## src/rtl/uart_rx_fifo_if.sv

```systemverilog
// Byte-stream bundle between the UART receiver, the RX FIFO and its consumer.
// master: environment side (receiver strobe, consumer ready, overflow clear).
// slave: FIFO side (head byte, occupancy and status flags).
interface uart_rx_fifo_if #(
  parameter int addr_width = 4
);
  logic [7:0]          i_rx_byte;
  logic                i_rx_ready;
  logic [7:0]          o_data;
  logic                o_valid;
  logic                i_ready;
  logic [addr_width:0] o_count;
  logic                o_full;
  logic                o_empty;
  logic                o_overflow;
  logic                i_clr_overflow;

  modport master (
    output i_rx_byte, i_rx_ready, i_ready, i_clr_overflow,
    input  o_data, o_valid, o_count, o_full, o_empty, o_overflow
  );

  modport slave (
    input  i_rx_byte, i_rx_ready, i_ready, i_clr_overflow,
    output o_data, o_valid, o_count, o_full, o_empty, o_overflow
  );
endinterface

```

## src/rtl/uart_rx_fifo.sv

```systemverilog
// Receive byte FIFO behind the UART receiver, first-word-fall-through output.
// Latency: a strobed byte is visible at the head one cycle later; pops take effect next cycle.
// Backpressure: none upstream; a strobe at full with no pop is dropped and flagged sticky.
module uart_rx_fifo #(
  parameter int addr_width = 4
) (
  input  logic           i_clk,
  input  logic           i_rst,
  uart_rx_fifo_if.slave  bus
);

  localparam int depth = 1 << addr_width;
  localparam logic [addr_width:0] depth_cnt = (addr_width + 1)'(depth);

  logic [7:0]            mem [depth];
  logic [addr_width-1:0] wr_ptr;
  logic [addr_width-1:0] rd_ptr;
  logic [addr_width:0]   count;
  logic                  overflow;

  logic full;
  logic empty;
  logic pop;
  logic push;
  logic drop;

  // Status is decoded from count alone, so pointer wrap never aliases full and empty.
  assign full  = (count == depth_cnt);
  assign empty = (count == '0);

  // A pop at full frees the slot the incoming byte needs in the same cycle.
  assign pop  = ~empty & bus.i_ready;
  assign push = bus.i_rx_ready & (~full | pop);
  assign drop = bus.i_rx_ready & full & ~pop;

  // Byte storage; contents survive reset, only the pointers are cleared.
  always_ff @(posedge i_clk) begin
    if (push) begin
      mem[wr_ptr] <= bus.i_rx_byte;
    end
  end

  // Pointer and occupancy bookkeeping; pointers wrap naturally at depth.
  always_ff @(posedge i_clk) begin
    if (i_rst) begin
      wr_ptr <= '0;
      rd_ptr <= '0;
      count  <= '0;
    end else begin
      if (push) begin
        wr_ptr <= wr_ptr + 1'b1;
      end
      if (pop) begin
        rd_ptr <= rd_ptr + 1'b1;
      end
      case ({push, pop})
        2'b10:   count <= count + 1'b1;
        2'b01:   count <= count - 1'b1;
        default: count <= count;
      endcase
    end
  end

  // Sticky overflow; a drop coinciding with a clear keeps the flag set.
  always_ff @(posedge i_clk) begin
    if (i_rst) begin
      overflow <= 1'b0;
    end else if (drop) begin
      overflow <= 1'b1;
    end else if (bus.i_clr_overflow) begin
      overflow <= 1'b0;
    end
  end

  assign bus.o_data     = mem[rd_ptr];
  assign bus.o_valid    = ~empty;
  assign bus.o_count    = count;
  assign bus.o_full     = full;
  assign bus.o_empty    = empty;
  assign bus.o_overflow = overflow;

endmodule

```

## src/flat_wrapper.sv

```systemverilog
// flat-port wrapper written by rule: the top's interface ports become plain ports
module uart_rx_fifo_flat 
#(
  parameter int addr_width = 4
)
  (i_clk, i_rst, bus_i_rx_byte, bus_i_rx_ready, bus_i_ready, bus_i_clr_overflow, bus_o_data, bus_o_valid, bus_o_count, bus_o_full, bus_o_empty, bus_o_overflow);
  uart_rx_fifo_if #(.addr_width(addr_width)) bus_i ();
  input  logic i_clk;
  input  logic i_rst;
  input wire logic [$bits(bus_i.i_rx_byte)-1:0] bus_i_rx_byte;
  input wire logic [$bits(bus_i.i_rx_ready)-1:0] bus_i_rx_ready;
  input wire logic [$bits(bus_i.i_ready)-1:0] bus_i_ready;
  input wire logic [$bits(bus_i.i_clr_overflow)-1:0] bus_i_clr_overflow;
  output wire logic [$bits(bus_i.o_data)-1:0] bus_o_data;
  output wire logic [$bits(bus_i.o_valid)-1:0] bus_o_valid;
  output wire logic [$bits(bus_i.o_count)-1:0] bus_o_count;
  output wire logic [$bits(bus_i.o_full)-1:0] bus_o_full;
  output wire logic [$bits(bus_i.o_empty)-1:0] bus_o_empty;
  output wire logic [$bits(bus_i.o_overflow)-1:0] bus_o_overflow;
  assign bus_i.i_rx_byte = bus_i_rx_byte;
  assign bus_i.i_rx_ready = bus_i_rx_ready;
  assign bus_i.i_ready = bus_i_ready;
  assign bus_i.i_clr_overflow = bus_i_clr_overflow;
  assign bus_o_data = bus_i.o_data;
  assign bus_o_valid = bus_i.o_valid;
  assign bus_o_count = bus_i.o_count;
  assign bus_o_full = bus_i.o_full;
  assign bus_o_empty = bus_i.o_empty;
  assign bus_o_overflow = bus_i.o_overflow;
  uart_rx_fifo #(.addr_width(addr_width)) u_core (.i_clk(i_clk), .i_rst(i_rst), .bus(bus_i));
endmodule
```

## config.mk

```make
export PLATFORM = sky130hd
export DESIGN_NAME = uart_rx_fifo_flat
export DESIGN_NICKNAME = d
export VERILOG_FILES = /design/src/rtl/uart_rx_fifo_if.sv /design/src/rtl/uart_rx_fifo.sv /design/src/flat_wrapper.sv
export SDC_FILE = /design/constraint.sdc
export NUM_CORES = 1
export LEC_CHECK = 0
export ABC_AREA = 1
export CELL_PAD_IN_SITES_DETAIL_PLACEMENT = 1
export CELL_PAD_IN_SITES_GLOBAL_PLACEMENT = 1
export CORE_UTILIZATION = 47
export CTS_CLUSTER_DIAMETER = 50
export DETAILED_ROUTE_END_ITERATION = 10
export PLACE_DENSITY_LB_ADDON = 0.1
export RECOVER_POWER = 50
export SYNTH_ARGS = -nofsm -noshare
export SYNTH_HDL_FRONTEND = slang
export SYNTH_SLANG_ARGS = --single-unit
```

## constraint.sdc

```tcl
create_clock -name i_clk -period 2.1 [get_ports i_clk]
set_input_delay 0.42 -clock i_clk [delete_from_list [all_inputs] [get_ports i_clk]]
set_output_delay 0.42 -clock i_clk [all_outputs]
set_load 0.005 [all_outputs]
```

==> results.ini, run 1 <==
[global_routing]
grt_pass1_wl_mm = 25.7
antenna_found_initial = 0
grt_remaining_overflow = 0
grt_max_degree = 31
grt_pass1_vias = 4745
grt_usage_pct = 27.0

[synthesis]
synth-simple-area-share_pct = 11.8
synth.most_common_cell = edfxtp_1
netlist_top_cells_count = edfxtp_1, inv_1, nand2_1
yosysWarningCount = 0
synth_area_leaders = edfxtp_1, dfxtp_1, inv_1, nand3_1, o211ai_1
synth_area_leader_cell = edfxtp_1
ys_types = 26
synth_edf_count = 128
synthAdderAreaFrac_pct = 1.93
synth-seq-cells = 146
synth-xor-area-share_pct = 0.423
synth_flop_cell = edfxtp_1
yosysSeqAreaShare_pct = 67.6
syn_inst = 544
synth.avg_cell_area_um2 = 11.4
synth_nets = 566
synth-compound-area-share_pct = 10.7
synth_top_area_share_pct = 61.8
async_flop_share_pct = 0
synth_top_family_by_area = simple AND/OR/NAND/NOR gates
synth_mux_area_share_pct = 0
synth_area_um2 = 6220

[die]
rows = 41
core-area_um2 = 12800
boundaryPins = 30
dieHeight_um = 117
die_x_um = 117
dieArea_um2 = 13700
start_util_pct = 48.7

[timing]
rsz0062_at_grt = true
fin_worst_skew_ns = 0.00809
period_minus_slack_ns = 2.31
post-route-period-util_pct = 110
slew_viol_final = 0
tightest_slew_ns = 1.11
finalWorstSetupSlack_ns = -0.212
timing.slew.headroom_pct = 26.2
hold_ws_ns = 0.465
hold_viol = 0
fmax_mhz = 432
final-setup-viol-count = 9

[clock_tree]
clkSinkCount = 146
cts_buffers = 17
clk_path_buf_depth = 2
hold_buffers = 0
h-tree-depth = 4
path_clk_slew_ns = 0.06
root_buffer = clkbuf_16
clk_latency_ns = 0.43
cts_tree = done

[layout]
area_delta_synth_final_pct = 29.1
nNetsFinal = 649
n_antenna_cell = 0
fin_area_um2 = 8030
drive_gt1_share_pct = 22.2
finalNonFillerCells = 812

[power]
p_total_mw = 9.29
power_per_cell_area_nw_per_um2 = 1160
switchingPower_mw = 2.73
switching_share_pct = 29.4
p_leak_nw = 3.10
seq_power_share_pct = 36.5
clkPwrFrac_pct = 35.3
vdd_ir_drop_max_mv = 0.569
p_int_mw = 6.55
pwr-share-comb_pct = 28.2

[drt]
via_count = 4454
routed_wl_mm = 17.9
final_antenna_net_count = 0
avgRoutedWirePerCell_um = 22.0
drt_iter0_drc = 330
via_per_inst = 5.49
drtPass1Iterations = 4
drcViolationCount = 0

[outcome]
violations = setup timing
outcome = finished with violations

[place]
gp_congestion = 0.797
dp_hpwl_mm = 10.3
placed_cells = 764
place_ws_ns = -0.237
dpl_cell_area_um2 = 6970
portBuffers = 29

[worst_setup_path]
rrSetupSlack_ns = -0.04
r2r-start = u_core.bus.o_count[2]
path_common_cell = buf_12
start_kind = flip-flop
arrival_ns = 1.89
endpoint = bus_o_data[4]
crit_required_ns = 1.68
crit_path_max_incr_delay_ns = 0.38
worst-path-max-fanout = 6
slowest_stage = dfxtp_4
r2r_end = u_core.bus.o_count[4]
end_kind = output pin
r2r_cells = 15
path_cells = buf_12, buf_12, o211ai_1, nand3_1, nand3_2, nand2_2, clkbuf_2
path_class = flip-flop to output pin

[flow_run]
cap_violations = 0

[hold_path]
hp-class = flip-flop to flip-flop

==> layout make-up <==
class | count | area, um^2
Clock buffer | 17 | 425
Clock inverter | 15 | 215
Fill cell | 1304 | 4740
Tap cell | 172 | 215
Multi-Input combinational cell | 287 | 1700
Sequential cell | 146 | 4210
Timing Repair Buffer | 90 | 937
Inverter | 85 | 325
==> timing repair <==
action	CTS	global route
endpoints found under the setup margin	11	11
pin swaps	26	28
setup buffers	6	2
cloned	5	4
resized for setup	66	46
==> critical path, delay by kind of cell (launching register included) <==
kind,cells,cell delay (ns)
and+or+nand+nor,3,0.41
buffers and inverters,3,0.41
AOI/OAI and AO/OA,1,0.25
DFF,1,0.38
==> power by group through the flow <==
stage | Combinational (mW) | Clock (mW) | Sequential [mW]
floorplan | 1.17 | 0 | 3.40
global placement | 1.97 | 0 | 3.43
global route | 2.81 | 3.44 | 3.40
CTS | 2.42 | 3.32 | 3.39
detailed placement | 2.03 | 0 | 3.44
finish | 2.62 | 3.28 | 3.39
==> registers in the layout, summed over array words and instances (netlist names), named ones only <==
name                   count
u_core.bus.o_count         5
u_core.rd_ptr              4
u_core.mem               128
u_core.bus.o_overflow      1
u_core.wr_ptr              4
==> how the worst min path moves through the flow <==
stage,from,to,depth (start not counted)
final,u_core.bus.o_overflow,u_core.bus.o_overflow,2
after global routing,u_core.bus.o_overflow,u_core.bus.o_overflow,2
after CTS,u_core.bus.o_overflow,u_core.bus.o_overflow,2
after detailed placement,u_core.bus.o_overflow,u_core.bus.o_overflow,2
after global placement,u_core.bus.o_overflow,u_core.bus.o_overflow,2
after floorplan,u_core.rd_ptr[2],flip-flop,2
==> cell usage in the layout, fill, tap and decap left out, drive strengths merged <==
master	count
a21oi	40
buf	50
bufinv	5
clkbuf	36
clkdlybuf4s50	11
clkinv	8
clkinvlp	3
dfxtp	18
dlygate4sd3	8
dlymetal6s2s	2
edfxtp	128
fa	1
ha	8
inv	84
nand2	67
nand3	58
nor2	36
o211ai	32
o21ai	42
xor2	3
==> metrics by stage <==
stage | utilization [%] | setup TNS (ns)
floorplan | - | 0
global placement | 54.5 | -6.68
detailed placement | 54.5 | -12.05
CTS | 62.1 | -1.46
global route | 62.9 | -2.00
finish | 62.9 | -1.18
==> logic make-up after synthesis <==
| logic type | count (synthesis) |
|---|---|
| compound gates | 114 |
| fa+ha+maj | 9 |
| buf+inv | 111 |
| simple gates | 161 |
| xor+xnor | 3 |
| flops | 146 |
==> per-layer routing <==
metal	global-route usage [%]	up-vias	share of wire, %
li1	-	2048	-
met3	5.30	37	3.9
met4	13.7	0	3.2
met2	46.2	114	53
met1	32.6	2255	40
met5	0	-	0
No activity file was read; power rests on OpenSTA's default activity.
==> run 2: changes to the inputs <==
CTS_BUF_LIST = sky130_fd_sc_hd__clkbuf_4   (was default)
GPL_ROUTABILITY_DRIVEN = 0   (was default)
PLACE_DENSITY = 0.74   (was default)
PLACE_DENSITY_LB_ADDON = default   (was 0.1)
==> run 2 against run 1 <==
Compared with the run above:
- the run still ends with setup timing left
- combinational power about the same
- sequential power hardly changed
- cell area decreased by 4.7%
- die area did not move
- power decreased by 17%
- global-route usage increased by 0.067 points
- register-to-register slack lost 0.19 ns
- maximum frequency down 6.0%
- critical endpoint is now bus_o_data[2]
- largest cell class unchanged
==> results.ini, run 2 (synthesis gave the netlist of run 1 again) <==
[hold_path]
worstHoldStart = i_rst
hp-class = input pin to flip-flop
whs_endpoint = u_core.wr_ptr[3]
hold_depth = 2

[die]
dieArea_um2 = 13700
die_x_um = 117
boundaryPins = 30
dieHeight_um = 117
core-area_um2 = 12800
start_util_pct = 48.7
rows = 41

[global_routing]
grt_max_degree = 43
grt_pass1_vias = 4721
grt_usage_pct = 27.1
grt_pass1_wl_mm = 26.0
antenna_found_initial = 1
grt_remaining_overflow = 0

[worst_setup_path]
end_kind = output pin
start_kind = flip-flop
crit_family = flip-flops
rrSetupSlack_ns = -0.23
slowest_stage = dfxtp_4
crit_path_max_incr_delay_ns = 0.43
arrival_ns = 2.04
path_class = flip-flop to output pin
crit_buf_inv = 3
worst-path-max-fanout = 7
crit_required_ns = 1.68
r2r-start = u_core.bus.o_count[3]
r2r_cells = 15
path_cells = buf_6, buf_12, a21oi_2, o21ai_0, nand3_1, nand3_2, nand2_1, buf_2
r2r_end = u_core.bus.o_count[4]

[timing]
slew_viol_final = 0
finalWorstSetupSlack_ns = -0.359
fin_tns_setup_ns = -2.94
fin_worst_skew_ns = 0.0174
final-setup-viol-count = 12
hold_viol = 0
timing.slew.headroom_pct = 32.9
rsz0062_at_grt = true
fmax_mhz = 407
tightest_slew_ns = 1.01
hold_ws_ns = 0.463
post-route-period-util_pct = 117
period_minus_slack_ns = 2.46

[layout]
nNetsFinal = 660
final_cell_mix = edfxtp_1, inv_1, nand2_1
drive_gt1_share_pct = 21.2
num-fill-cells = 1355
finalNonFillerCells = 824
finish.utilization_pct = 59.9
area_delta_synth_final_pct = 23.1
final_common_cell = edfxtp_1
regMostFlops = u_core.mem
largest_reg_flops = 128

[drt]
drcViolationCount = 0
via_per_inst = 5.40
drtPass1Iterations = 6
via_count = 4453
final_antenna_net_count = 0
drt_iter0_drc = 428
routed_wl_mm = 17.2
avgRoutedWirePerCell_um = 20.9

[power]
p_int_mw = 5.28
switchingPower_mw = 2.46
switching_share_pct = 31.8
pwr-share-comb_pct = 33.6
power_per_cell_area_nw_per_um2 = 1010
p_leak_nw = 2.94
vdd_ir_drop_max_mv = 0.422
clkPwrFrac_pct = 22.8
seq_power_share_pct = 43.6

[outcome]
outcome = finished with violations
violations = setup timing

[clock_tree]
cts_tree = done
clk_path_buf_depth = 2
path_clk_slew_ns = 0.12
clk_latency_ns = 0.55
clkSinkCount = 146
root_buffer = clkbuf_4
h-tree-depth = 4
cts_buffers = 17
hold_buffers = 0

[place]
place_ws_ns = -0.294
portBuffers = 29
dp_hpwl_mm = 10.5
placed_cells = 767

[flow_run]
cap_violations = 0

-- run 2: changes by cell type in the layout (fill, tap and decap cells not counted), sizes merged, moves of 2 or more --
cell,previous run,this run
bufinv,5,3
clkbuf,36,30
clkinv,8,11
buf,50,68
-- run 2: worst max path at each step --
| stage | from | end | slack [ns] | cells after the start |
|---|---|---|---|---|
| finish | flip-flop | bus_o_data[2] | -0.36 | 8 |
| floorplan | u_core.bus.o_count[0] | u_core.bus.o_count[4] | 0.13 | 15 |
| global placement | bus_i_ready | u_core.bus.o_count[4] | -0.13 | 14 |
| CTS | flip-flop | bus_o_data[7] | -0.37 | 9 |
| detailed placement | bus_i_ready | u_core.bus.o_count[4] | -0.29 | 14 |
| global route | flip-flop | bus_o_data[7] | -0.47 | 9 |
-- run 2: through the flow --
step           total power [mW]  instance area, um^2
2_1_floorplan              4.57                 6220
3_3_place_gp               5.38                 6990
3_5_place_dp               5.50                 6990
4_1_cts                    7.72                 7640
5_1_grt                    8.11                 7660
6_report                   7.75                 7660
-- run 2: per-layer routing --
| metal | vias up | wire [um] | global-route usage, % | part of all wire (%) |
|---|---|---|---|---|
| met5 | - | 0 | 0 | 0 |
| met4 | 0 | 478 | 12.7 | 2.8 |
| met3 | 31 | 866 | 5.72 | 5.0 |
| met2 | 128 | 8690 | 45.5 | 51 |
| met1 | 2217 | 7150 | 33.6 | 42 |
| li1 | 2077 | - | - | - |
-- run 2: layout make-up --
type                    count  area (um^2)  area share, %
diodes                      1         2.50         0.0327
clock buffers              17          128           1.67
clock inverters            15          148           1.93
inverters                  85          324           4.23
multi-input cells         287         1630           21.3
flip-flops and latches    146         4220           55.1
well taps                 172          215           2.81
repair buffers            101          990           12.9
-- run 2: power by group through the flow --
stage / sequential [mW] / clock [mW] / combinational, mW
global placement: 3.41 / 0 / 1.97
finish: 3.38 / 1.76 / 2.60
global route: 3.39 / 1.91 / 2.82
floorplan: 3.40 / 0 / 1.17
detailed placement: 3.42 / 0 / 2.08
CTS: 3.38 / 1.79 / 2.55
-- run 2: worst reg2reg max path, delay by kind of cell, from the launching register on --
family / cells / cell delay (ns)
DFF: 1 / 0.33
and+or+nand+nor: 11 / 1.13
AOI/OAI and AO/OA: 1 / 0.18
buffers and inverters: 2 / 0.26
adders and majority gates: 1 / 0.35
-- run 2: timing repair --
action	CTS	global route
pin swaps	42	11
setup buffers	18	1
setup endpoints to repair	12	12
resized for setup	92	17
cloned	5	1
==> run 3: changes to the inputs <==
CORE_UTILIZATION = 42   (was 47)
PLACE_DENSITY = 0.67   (was 0.74)
==> run 3 against run 2 <==
Compared with the run above:
- the flow still finishes with violations (setup timing)
- non-clock buffer count up 2
- first-iteration DRC count decreased by 48%
- cell count increased by 1.6%
- clock skew decreased by 0.0050 ns
- critical endpoint is now bus_o_data[0]
==> results.ini, run 3 (synthesis gave the netlist of run 1 again) <==
[timing]
tightest_slew_ns = 0.922
timing.slew.headroom_pct = 38.6
period_minus_slack_ns = 2.44
hold_viol = 0
finalWorstSetupSlack_ns = -0.344
fin_tns_setup_ns = -2.75
fmax_mhz = 409
final-setup-viol-count = 12
rsz0062_at_grt = true
post-route-period-util_pct = 116
slew_viol_final = 0
hold_ws_ns = 0.453
fin_worst_skew_ns = 0.0124

[layout]
finish.utilization_pct = 54.2
final_common_cell = edfxtp_1
drive_gt1_share_pct = 25.1
final_cell_mix = edfxtp_1, inv_1, nand2_1
largest_reg_flops = 128
nNetsFinal = 662
regMostFlops = u_core.mem
area_delta_synth_final_pct = 26.3
fin_area_um2 = 7850
n_antenna_cell = 0

[power]
switching_share_pct = 32.2
clkPwrFrac_pct = 22.7
p_leak_nw = 3.00
p_int_mw = 5.43
seq_power_share_pct = 42.1
pwr-share-comb_pct = 35.2
switchingPower_mw = 2.58
power_per_cell_area_nw_per_um2 = 1020
vdd_ir_drop_max_mv = 0.387

[drt]
drcViolationCount = 0
final_antenna_net_count = 0
drtPass1Iterations = 5
avgRoutedWirePerCell_um = 20.7
via_count = 4417
via_per_inst = 5.28
drt_iter0_drc = 221
routed_wl_mm = 17.3

[place]
dpl_cell_area_um2 = 6990
place_ws_ns = -0.235
portBuffers = 29
dp_hpwl_mm = 10.0

[hold_path]
hp-class = input pin to flip-flop
worstHoldStart = i_rst

[clock_tree]
clk_latency_ns = 0.56
clk_path_buf_depth = 2
clkSinkCount = 146
cts_buffers = 17
cts_tree = done
path_clk_slew_ns = 0.12
h-tree-depth = 4
hold_buffers = 0
root_buffer = clkbuf_4

[die]
rows = 44
dieHeight_um = 124
start_util_pct = 42.9
dieArea_um2 = 15300
die_x_um = 124
boundaryPins = 30
core-area_um2 = 14500

[worst_setup_path]
r2r-start = u_core.bus.o_count[0]
end_kind = output pin
arrival_ns = 2.02
path_class = flip-flop to output pin
worst-path-max-fanout = 5
crit_required_ns = 1.68
start_kind = flip-flop

[global_routing]
grt_usage_pct = 24.5
antenna_found_initial = 0
grt_pass1_wl_mm = 26.6
grt_max_degree = 26
grt_pass1_vias = 4793
grt_remaining_overflow = 0

[outcome]
violations = setup timing
outcome = finished with violations

[flow_run]
cap_violations = 0

## run 3: cell type report
type	instances	area, um^2
clock buffer	18	135
clock inverter	14	145
fill	1571	6630
inverter	85	327
multi-input combinational	287	1720
sequential	146	4220
tap	184	230
timing repair buffer	103	1080
## run 3: final timing paths
path                                 to  cells after the start  slack, ns
hold / removal         u_core.wr_ptr[3]                      2       0.45
setup reg to reg  u_core.bus.o_count[4]                     14      -0.23
setup / recovery          bus_o_data[0]                      8      -0.34
hold reg to reg   u_core.bus.o_overflow                      2       0.50
## run 3: power groups by stage
stage / clock network, mW / logic, mW / registers [mW]
5_1_grt: 1.97 / 3.04 / 3.39
6_report: 1.81 / 2.82 / 3.37
3_5_place_dp: 0 / 2.07 / 3.42
4_1_cts: 1.84 / 2.72 / 3.38
3_3_place_gp: 0 / 2.01 / 3.42
2_1_floorplan: 0 / 1.17 / 3.40
## run 3: routing by layer
layer	up-vias	track usage (%)	part of all wire [%]
met5	-	0	0
met4	0	12.9	3.4
met3	34	4.90	5.6
met2	123	41.7	51
met1	2178	29.3	40
li1	2082	-	-
## run 3: repair_timing
item                       4_1_cts  5_1_grt
pin swaps                       51       32
gates cloned                     7        2
buffers inserted                19        1
setup endpoints to repair       12       12
resized for setup              109       29
## run 3: metrics by stage
step,total power [mW],instances
CTS,7.94,835
global placement,5.42,777
finish,8.01,837
detailed placement,5.49,777
global route,8.40,837
floorplan,4.57,544
## run 3: critical path, stage by stage, from the launching register on
cell	delay [ns]
dfxtp_4	0.40
buf_12	0.15
buf_8	0.12
buf_6	0.11
o211ai_1	0.21
nand3_1	0.15
nand3_2	0.13
nand2_2	0.08
buf_6	0.12
==> RTL change: new RTL, settings of run 1 <==
`addr_width` is set to 4 in 3 places; all go to 3.
--- a/src/rtl/uart_rx_fifo_if.sv
+++ b/src/rtl/uart_rx_fifo_if.sv
@@ -2,7 +2,7 @@
 // master: environment side (receiver strobe, consumer ready, overflow clear).
 // slave: FIFO side (head byte, occupancy and status flags).
 interface uart_rx_fifo_if #(
-  parameter int addr_width = 4
+  parameter int addr_width = 3
 );
   logic [7:0]          i_rx_byte;
   logic                i_rx_ready;
--- a/src/rtl/uart_rx_fifo.sv
+++ b/src/rtl/uart_rx_fifo.sv
@@ -2,7 +2,7 @@
 // Latency: a strobed byte is visible at the head one cycle later; pops take effect next cycle.
 // Backpressure: none upstream; a strobe at full with no pop is dropped and flagged sticky.
 module uart_rx_fifo #(
-  parameter int addr_width = 4
+  parameter int addr_width = 3
 ) (
   input  logic           i_clk,
   input  logic           i_rst,
--- a/src/flat_wrapper.sv
+++ b/src/flat_wrapper.sv
@@ -1,7 +1,7 @@
 // flat-port wrapper written by rule: the top's interface ports become plain ports
 module uart_rx_fifo_flat 
 #(
-  parameter int addr_width = 4
+  parameter int addr_width = 3
 )
   (i_clk, i_rst, bus_i_rx_byte, bus_i_rx_ready, bus_i_ready, bus_i_clr_overflow, bus_o_data, bus_o_valid, bus_o_count, bus_o_full, bus_o_empty, bus_o_overflow);
   uart_rx_fifo_if #(.addr_width(addr_width)) bus_i ();
Ports: changed (resized bus_o_count); port bits go from 30 to 29. The function was not compared with the original's and may differ.
==> RTL change against run 1 <==
Sequential cell count decreased by 68. Design area shrank 47%. Worst setup slack improved by 0.22 ns. Worst hold slack better by 0.0033 ns. Synthesized cell count is 49% lower. Non-clock buffer count shrank 25. Synthesized area is 48% lower. Routed wire length fell by 55%. Power shrank 48%. First-iteration DRC count shrank 58%. Critical path type unchanged. Highest routed layer unchanged.
==> RTL change: results (changes against run 1) <==
CTS Buf Count 9 (was 17); Synth Area in XOR/XNOR 1.08% (was 0.423%); post-place instance area 3850 um2 (was 6970 um2); EDFF count, synth 64 (was 128); Layout Skew 0.0170 ns (was 0.00809 ns); Post-Synth Adder-Cell Area 1.94% (was 1.93%); Seq. pwr 1.96 mW (was 3.39 mW); multi-input gate count 173 (was 287); All-Layer GR Usage 25.0% (was 27.0%); WL/cell 18.9 um (was 22.0 um); initial drt markers 139 (was 330); first-pass GRT wire length 13,100 um (was 25,700 um); Syn Std Cell Area 3230 um2 (was 6220 um2); Final nets 365 (was 649); clkbuf count 13 (was 17); multi-input combinational area share 22.3% (was 21.1%); Peak VDD IR 0.582 mV (was 0.569 mV); fill count 668 (was 1,304); HP Class flip-flop to flip-flop (unchanged); status finished clean (was complete, but fails checks); crit path DAT 1.67 ns (was 1.89 ns); drt first pass iters 4 (unchanged); dpl ws -0.195 ns (was -0.237 ns); CTS HTree Levels 3 (was 4); clk_lat worst skew 0.35 ns (was 0.43 ns); synth top area cells edfxtp_1, dfxtp_1, nor2_1, nand2_1, o21ai_0 (was edfxtp_1, dfxtp_1, inv_1, nand3_1, o211ai_1); Non-CTS inverters 20 (was 85); Switching Fraction 31.6% (was 29.4%); register clock-pin slew on the reported worst setup and hold paths 0.08 ns (was 0.06 ns); register area 2210 um2 (was 4210 um2); Seq/Total Area, Yosys 68.2% (was 67.6%); Synth Area in Compound Gates 9.10% (was 10.7%); R2R cell count 7 (was 15); slowest stage delay, CP 0.43 ns (was 0.38 ns); Clock-cell share 4.75% (was 7.98%); drt total wl 8100 um (was 17,900 um); GPL Wtd Cong 0.752 (was 0.797); root buffer cell clkbuf_8 (was clkbuf_16); YS warnings 0 (unchanged); DR vias/cell 5.33 (was 5.49); Buffers, non-clock 65 (was 90); mux cell area share after synthesis 2.48% (was 0%); max reg flops 64 (was 128); Pint 3.32 mW (was 6.55 mW); Final HPWL DP 5170 um (was 10,300 um); Inst Count DP 405 (was 764); Comb power 1.74 mW (was 2.62 mW); leak pwr 1.66 nW (was 3.10 nW); Mapped Nets 298 (was 566); Seq cells 78 (was 146); Mapped Cells 280 (was 544); Top delay family on crit path buffers and inverters (unchanged); pin count of the biggest net entering global routing 17 (was 31); Netlist cell types 27 (was 26); Commonest cells post-synth edfxtp_1, nor2_1, nand2_1 (was edfxtp_1, inv_1, nand2_1); Data buffer area share 16.6% (was 11.7%); Slew @ Worst Pin 0.409 ns (was 1.11 ns)
## RTL change: changes by cell type after synthesis, moves of 5 or more
cell	delta
inv_1	-67
edfxtp_1	-64
nand3_1	-51
o211ai_1	-32
a21oi_1	-31
nand2_1	-22
o21ai_0	-13
o21ai_1	+11
nor2_1	+10
buf_2	-8
mux2i_1	+8
o22ai_1	+8
clkbuf_1	-5
## RTL change: worst paths after layout
kind,end,slack (ns)
worst max-delay path,bus_o_data[0],0.01
worst min-delay path,u_core.bus.o_overflow$_SDFFE_PP0P_,0.47
worst max register to register,u_core.mem[0][0]$_DFFE_PP_,0.17
worst min register to register,u_core.bus.o_overflow$_SDFFE_PP0P_,0.47
## RTL change: what timing repair did
action	CTS	global route
buffers inserted	4	2
gates cloned	2	0
resized for setup	32	24
setup endpoints to repair	9	10
pin swaps	5	5
## RTL change: metal layers
layer	track usage (%)	routed length, um	vias to the layer above
li1	-	-	1109
met5	0	0	-
met2	44.3	4250	49
met1	30.5	3470	1122
met4	8.47	84	0
met3	5.25	293	8
